$ cat config.mk
export PLATFORM = sky130hd
export DESIGN_NAME = ws2812_driver
export DESIGN_NICKNAME = d
export VERILOG_FILES = /design/src/rtl/ws2812_driver.sv
export SDC_FILE = /design/constraint.sdc
export NUM_CORES = 1
export LEC_CHECK = 0
export BUFFER_PORTS_ARGS = -buffer_cell sky130_fd_sc_hd__buf_2
export CORE_MARGIN = 5
export CORE_UTILIZATION = 53
export CTS_BUF_LIST = sky130_fd_sc_hd__clkbuf_8
export CTS_CLUSTER_DIAMETER = 120
export DETAILED_ROUTE_END_ITERATION = 12
export PLACE_DENSITY = 0.81
export RECOVER_POWER = 25
export SYNTH_ARGS = -nofsm -noshare
export SYNTH_HDL_FRONTEND = slang
export SYNTH_SLANG_ARGS = --single-unit
$ cat constraint.sdc
create_clock -name clkin -period 8.35 [get_ports clkin]
set_input_delay 1.2525 -clock clkin [delete_from_list [all_inputs] [get_ports clkin]]
set_output_delay 1.2525 -clock clkin [all_outputs]
set_load 0.01 [all_outputs]
$ cat src/rtl/ws2812_driver.sv
// rtl/ws2812_driver.sv - WS2812 serial LED driver: one 24-bit GRB pixel per handshake, back-to-back frames, latch gap.
module ws2812_driver #(
    parameter int T0H_CYC   = 20,
    parameter int T1H_CYC   = 40,
    parameter int BIT_CYC   = 63,
    parameter int LATCH_CYC = 4000
) (
    input  logic        clkin,
    input  logic        rst_n,
    input  logic [23:0] grb,
    input  logic        valid,
    output logic        ready,
    output logic        dout,
    output logic        busy
);

    localparam int MAX_CYC = (BIT_CYC > LATCH_CYC) ? BIT_CYC : LATCH_CYC;
    localparam int CW      = (MAX_CYC > 1) ? $clog2(MAX_CYC) : 1;

    typedef enum logic [1:0] {IDLE, SEND, LATCH} state_t;

    state_t        state, state_n;
    logic [CW-1:0] cnt, cnt_n;
    logic [4:0]    bit_idx, bit_n;
    logic [23:0]   shreg, shreg_n;
    logic          ready_n, dout_n, busy_n;
    logic          hs;
    logic [CW-1:0] hi_cyc;

    always_ff @(posedge clkin) begin
        if (!rst_n) begin
            state   <= IDLE;
            cnt     <= '0;
            bit_idx <= '0;
            shreg   <= '0;
            ready   <= 1'b1;
            dout    <= 1'b0;
            busy    <= 1'b0;
        end else begin
            state   <= state_n;
            cnt     <= cnt_n;
            bit_idx <= bit_n;
            shreg   <= shreg_n;
            ready   <= ready_n;
            dout    <= dout_n;
            busy    <= busy_n;
        end
    end

    always_comb begin
        state_n = state;
        cnt_n   = cnt;
        bit_n   = bit_idx;
        shreg_n = shreg;
        hs      = valid && ready;
        case (state)
            IDLE: begin
                if (hs) begin
                    state_n = SEND;
                    shreg_n = grb;
                    bit_n   = '0;
                    cnt_n   = '0;
                end
            end
            SEND: begin
                if (cnt == CW'(BIT_CYC - 1)) begin
                    cnt_n = '0;
                    if (bit_idx == 5'd23) begin
                        bit_n = '0;
                        if (hs) begin
                            shreg_n = grb;
                        end else begin
                            state_n = LATCH;
                            shreg_n = '0;
                        end
                    end else begin
                        shreg_n = {shreg[22:0], 1'b0};
                        bit_n   = bit_idx + 5'd1;
                    end
                end else begin
                    cnt_n = cnt + CW'(1);
                end
            end
            LATCH: begin
                if (cnt == CW'(LATCH_CYC - 1)) begin
                    state_n = IDLE;
                    cnt_n   = '0;
                end else begin
                    cnt_n = cnt + CW'(1);
                end
            end
            default: state_n = IDLE;
        endcase

        // Outputs are derived from the next state so they come straight out of flops.
        hi_cyc  = shreg_n[23] ? CW'(T1H_CYC) : CW'(T0H_CYC);
        dout_n  = (state_n == SEND) && (cnt_n < hi_cyc);
        ready_n = (state_n == IDLE) ||
                  ((state_n == SEND) && (bit_n == 5'd23) && (cnt_n == CW'(BIT_CYC - 1)));
        busy_n  = (state_n != IDLE);
    end

endmodule

==> results.ini, run 1 <==
[timing]
grt_setup_unrepaired=no
setup_viol=0
max_freq_mhz=268
finalCriticalPeriod_ps=3730
finalCritPeriodShare_pct=44.7
report.final.slew_viol_count=0
skew_ps=11.8
finalSetupTns_ps=0
slew_headroom_pct=14.0
hold_viol=0
tightest_slew_ps=1280
whs_ps=509

[clock_tree]
numCtsBuffers=5
post_cts_buffers=0
ctsResizeCount=0
ctsHtreeMaxLevel=2
cts_buffer_depth=2
cts_tree=built
clkTransAtPathRegs_ps=100
postCtsHoldBufs=0
cts_root_buffer=clkbuf_8
clk-insertion-delay-late_ps=310
numClockSinks=46

[drt]
route.detailed.wl_per_inst_um=15.8
routed_wl_um=5640
drt_iter0_markers=342
drtAntennaViolNets=0
vias=2321
drc=0
dr.pass1.iters=6
viasPerCell=6.50

[worst_hold_path]
hold_depth=2
hp-class=reg2reg
hold_start=shreg[13]
hold_path_end=shreg[14]

[setup_path]
r2r_slack_ps=4620
rr_startpoint=cnt[0]
arrival_ps=3950
crit_family=simple AND/OR/NAND/NOR gates
crit_fanout=9
crit_buf_inv=1
endpoint_kind=flop
critPathKind=reg2reg
cp_slowest_cell=o31ai_1
cp.required_ps=8570
start_kind=flop
worstPathCellList=inv_1 > ha_1 > or4b_1 > o31ai_1 > and2_0 > or3_1 > o21ai_0 > ha_1 > a21oi_1 > nand2_1 > a311oi_1
cpPeakStageDelay_ps=820
crit_top_cell=ha_1
r2r_cells=11
reg2reg_to=dout

[run_status]
status=completed

[yosys]
ys_seq_elements=46
synth_top_cell_area_share_pct=38.8
synth_ff_type=dfxtp_1
synthAdderAreaFrac_pct=3.17
ys_warn_count=0
synth_mux_area_share_pct=0.475
synthDistinctLibCells=53
synth_seq_area_share_pct=38.8
syn_avg_cell_area_um2=8.41
synth-compound-area-share_pct=26.2
synth_cells=282
synth_top_family_by_area=simple AND/OR/NAND/NOR gates
yosysMostFrequentCell=dfxtp_1
synth_xor_area_share_pct=0
synth_simple_gate_area_share_pct=26.9
synth_nets=315
async_flop_share_pct=0
synth_common_cells=46 x dfxtp_1, 40 x nor2_1, 22 x a21oi_1, 22 x a222oi_1, 16 x nand2_1
synth_top_area_cell=dfxtp_1
synth_area_mm2=0.00237
synth_edf_count=0
ys_top_cells_by_area=dfxtp_1 39%, a222oi_1 9.3%, nor2_1 6.3%

[finish]
regArea_um2=921
multiInputGateArea_mm2=0.00133
drive_gt1_share_pct=14.8
final_nets=337
n_antenna_cell=0
area_growth_pct=9.55
num-fill-cells=380

[global_routing]
grt_antenna_before_repair=0
grt_first_pass_wirelength_um=9660
grt-ovfl-total=0
grt_max_degree=39
first_global_vias=2142
track_usage_pct=19.3

[floorplan]
start_util_pct=54.5
rows=24
core-area_mm2=0.00435
die_x_um=76.9
dieHeight_um=76.9
dieArea_mm2=0.00591
io_pins=30

[power]
ir_drop_v=0.000124
power_density_mw_per_mm2=167
power_leakage_nw=0.952

[place]
dp_hpwl_um=3950
routabilityCongestion=0.894
portBuffers=29

[job]
cap_violations=0

==> sequential cells by signal, indices dropped and copies added, names as in the netlist <==
register and cells:
bit_idx 5, busy 1, cnt 12, dout 1, ready 1, shreg 24
state 2
==> cell families after synthesis <==
group / count (synthesis)
muxes: 1
AOI/OAI and AO/OA: 83
and+or+nand+nor: 121
adders and majority gates: 6
DFF: 46
buffers and inverters: 25
==> tightest hold or removal path, stage by stage (launching register included) <==
cell and delay (ps):
dfxtp_1 340, a222oi_1 60, nor2_1 80
==> cells in the final DEF, fill, tap and decap left out, types with 2 or more instances in the layout <==
cell type | Yosys | routed
a211oi_1 | 5 | 5
a21o_1 | 2 | 2
a21oi_1 | 22 | 22
a222oi_1 | 22 | 22
a31oi_1 | 3 | 3
and2_0 | 0 | 3
and2_1 | 7 | 4
and3_1 | 2 | 2
and4_1 | 3 | 3
buf_2 | 2 | 25
buf_4 | 0 | 2
clkbuf_1 | 13 | 5
clkbuf_8 | 0 | 5
dfxtp_1 | 46 | 46
ha_1 | 6 | 6
inv_1 | 8 | 8
nand2_1 | 16 | 16
nand2b_1 | 4 | 4
nand3_1 | 13 | 13
nand3b_1 | 2 | 2
nand4_1 | 8 | 8
nor2_1 | 40 | 40
nor3_1 | 5 | 5
o21a_1 | 2 | 2
o21ai_0 | 12 | 12
o31ai_1 | 2 | 3
or2_2 | 3 | 3
or3_1 | 5 | 5
or4_1 | 2 | 2
==> stage by stage <==
step | area, um^2 | worst slack, ps | std cells | util (%) | power [mW]
floorplan | 2370 | 5300 | 282 | - | 0.279
global placement | 2530 | 4630 | 349 | 58.1 | 0.294
detailed placement | 2530 | 4590 | 349 | 58.1 | 0.295
CTS | 2620 | 4890 | 357 | 60.3 | 0.434
global route | 2600 | 4390 | 357 | 59.7 | 0.454
finish | 2600 | 4620 | 357 | 59.7 | 0.433
==> final cells by class <==
type                    instances  area share [%]
well taps                      52            2.50
clock buffers                   5            2.65
multi-input cells             211            51.2
inverters                       8            1.16
clock inverters                 3           0.963
flip-flops and latches         46            35.5
repair buffers                 32            6.12
==> layer usage <==
metal / global-route usage (%) / vias to the layer above / wire length [um]
met4: 7.52 / 0 / 126
met2: 29.7 / 105 / 2570
met3: 5.50 / 19 / 430
met5: 0 / - / 0
li1: - / 1128 / -
met1: 25.5 / 1069 / 2510
==> power breakdown <==
part           switching (mW)  leakage [nW]  internal [mW]
combinational          0.0309         0.532         0.0222
sequential            0.00690         0.375          0.229
clock                  0.0833        0.0447         0.0605
total                   0.121         0.952          0.312
==> how the worst max path moves through the flow <==
| stage | startpoint | endpoint | depth (start not counted) |
|---|---|---|---|
| 2_1_floorplan | valid | dout | 7 |
| 6_report | cnt[0] | dout | 11 |
| 3_3_place_gp | valid | dout | 9 |
| 3_5_place_dp | valid | dout | 9 |
| 5_1_grt | cnt[0] | dout | 11 |
| 4_1_cts | valid | dout | 9 |
Note: power is estimated with default switching activity, not from simulation.
==> run 2: changes to the inputs <==
==> constraint.sdc (replaced) <==
create_clock -name clkin -period 3.62 [get_ports clkin]
set_input_delay 0.543 -clock clkin [delete_from_list [all_inputs] [get_ports clkin]]
set_output_delay 0.543 -clock clkin [all_outputs]
set_load 0.01 [all_outputs]
==> run 2 against run 1 <==
Against the previous run: sequential cell count did not move; critical endpoint unchanged; fmax up 17%; register-to-register slack lost 4200 ps; utilization rose by 0.69 points.
==> results.ini, run 2 (synthesis results as in run 1) <==
[run_status]
status=completed

[finish]
area_growth_pct=10.8
layout_common_cells=46 x dfxtp_1, 40 x nor2_1, 26 x buf_2
num-fill-cells=381  ; +0.26%
final_nets=339  ; +0.59%
n_antenna_cell=0  ; unchanged
final_common_cell=dfxtp_1
multiInputGateArea_mm2=0.00135  ; +1.3%
largest_register_ff_count=24  ; unchanged
regArea_um2=921  ; unchanged
largestRegisters=shreg (24), cnt (12), bit_idx (5)
regMostFlops=shreg
drive_gt1_share_pct=16.0  ; +1.2 points

[floorplan]
core-area_mm2=0.00435  ; unchanged
die_x_um=76.9  ; unchanged
io_pins=30  ; unchanged
rows=24  ; unchanged
start_util_pct=54.5  ; unchanged
dieArea_mm2=0.00591  ; unchanged
dieHeight_um=76.9  ; unchanged

[clock_tree]
clk-insertion-delay-late_ps=300  ; about the same
post_cts_buffers=0  ; unchanged
ctsHtreeMaxLevel=2  ; unchanged
cts_buffer_depth=2  ; unchanged
cts_tree=built
cts_root_buffer=clkbuf_8
ctsResizeCount=0  ; unchanged
numCtsBuffers=5  ; unchanged
numClockSinks=46  ; unchanged
postCtsHoldBufs=0  ; unchanged
clkTransAtPathRegs_ps=90  ; about the same

[drt]
drc=0  ; unchanged
dr.pass1.iters=6  ; unchanged
routed_wl_um=5920  ; +5.0%
vias=2360  ; +1.7%
drtAntennaViolNets=0  ; unchanged
viasPerCell=6.57  ; +1.1%
route.detailed.wl_per_inst_um=16.5  ; +4.4%
drt_iter0_markers=278  ; -19%

[timing]
report.final.slew_viol_count=0  ; unchanged
hold_viol=0  ; unchanged
skew_ps=4.21  ; -7.62 ps
max_freq_mhz=312  ; +17%
setup_viol=0  ; unchanged
grt_setup_unrepaired=no
finalCritPeriodShare_pct=88.4  ; +44 points
slew_headroom_pct=28.5  ; +15 points
finalCriticalPeriod_ps=3200  ; -530 ps
whs_ps=491  ; -18.1 ps
finalSetupTns_ps=0  ; unchanged
tightest_slew_ps=1070  ; -205 ps

[power]
ir_drop_v=0.000256  ; +110%
power_density_mw_per_mm2=378  ; +130%
power_leakage_nw=0.965  ; +1.4%

[worst_hold_path]
hp-class=in2reg
hold_depth=3  ; +1
hold_path_end=shreg[22]
hold_start=grb[22]

[global_routing]
track_usage_pct=19.9  ; +0.54 points
grt-ovfl-total=0  ; unchanged
grt_max_degree=39  ; unchanged
first_global_vias=2115  ; -1.3%
grt_first_pass_wirelength_um=9800  ; +1.4%
grt_antenna_before_repair=0  ; unchanged

[setup_path]
critPathKind=reg2reg
cp.required_ps=3830  ; -4740 ps
reg2reg_to=dout
r2r_slack_ps=420  ; -4200 ps
rr_startpoint=cnt[0]
endpoint_kind=flop
start_kind=flop
r2r_cells=11  ; unchanged
crit_fanout=9  ; unchanged
arrival_ps=3410  ; -540 ps

[place]
portBuffers=29  ; unchanged
dp_hpwl_um=4190  ; +6.3%
routabilityCongestion=0.922  ; +3.2%

[job]
cap_violations=0  ; unchanged

==> run 2: changes by cell type in the layout (fill, tap and decap cells not counted) <==
| cell | change |
|---|---|
| o31ai_1 | -1 |
| or4b_1 | -1 |
| o31ai_4 | +1 |
| buf_4 | +1 |
| or4b_4 | +1 |
| buf_2 | +1 |
==> run 2: worst max path at each step <==
stage | startpoint | end | slack, ps
after floorplan | cnt[0] | dout | 680
after global placement | cnt[0] | dout | 580
after detailed placement | cnt[0] | dout | 470
after CTS | cnt[0] | dout | 430
after global routing | cnt[0] | dout | 160
final | cnt[0] | dout | 420
==> run 2: cell type report <==
cell class,instances,area share (%)
Multi-Input combinational cell,211,51.2
Sequential cell,46,35.0
Timing Repair Buffer,34,6.52
Clock buffer,5,2.62
Tap cell,52,2.48
Inverter,8,1.14
Clock inverter,3,0.952
==> run 2: routing by layer <==
metal / part of all wire [%] / track usage, % / vias to the layer above
met5: 0 / 0 / -
met4: 2.1 / 7.17 / 0
met3: 6.5 / 4.33 / 16
met2: 48 / 31.2 / 114
met1: 44 / 26.8 / 1106
li1: - / - / 1124
==> run 2: power breakdown <==
| part | internal [mW] | switching, mW |
|---|---|---|
| combinational | 0.0535 | 0.0735 |
| sequential | 0.529 | 0.0164 |
| clock | 0.139 | 0.181 |
==> run 2: worst max-delay path, stage by stage, from the launching register on <==
cell and delay [ps]:
dfxtp_1 380, inv_1 120, ha_1 160, or4b_4 490
o31ai_4 410, and2_0 510, or3_1 200, o21ai_0 120
ha_1 310, a21oi_1 130, nand2_1 60, a311oi_1 230
==> run 2: per-stage QoR <==
step / cell area, um^2 / power (mW) / instances / util (%) / setup slack [ps]
4_1_cts: 2640 / 1.01 / 359 / 60.6 / 429
3_3_place_gp: 2540 / 0.681 / 351 / 58.4 / 578
2_1_floorplan: 2370 / 0.643 / 282 / - / 677
6_report: 2630 / 0.992 / 359 / 60.3 / 418
3_5_place_dp: 2540 / 0.685 / 351 / 58.4 / 468
5_1_grt: 2630 / 1.05 / 359 / 60.3 / 163
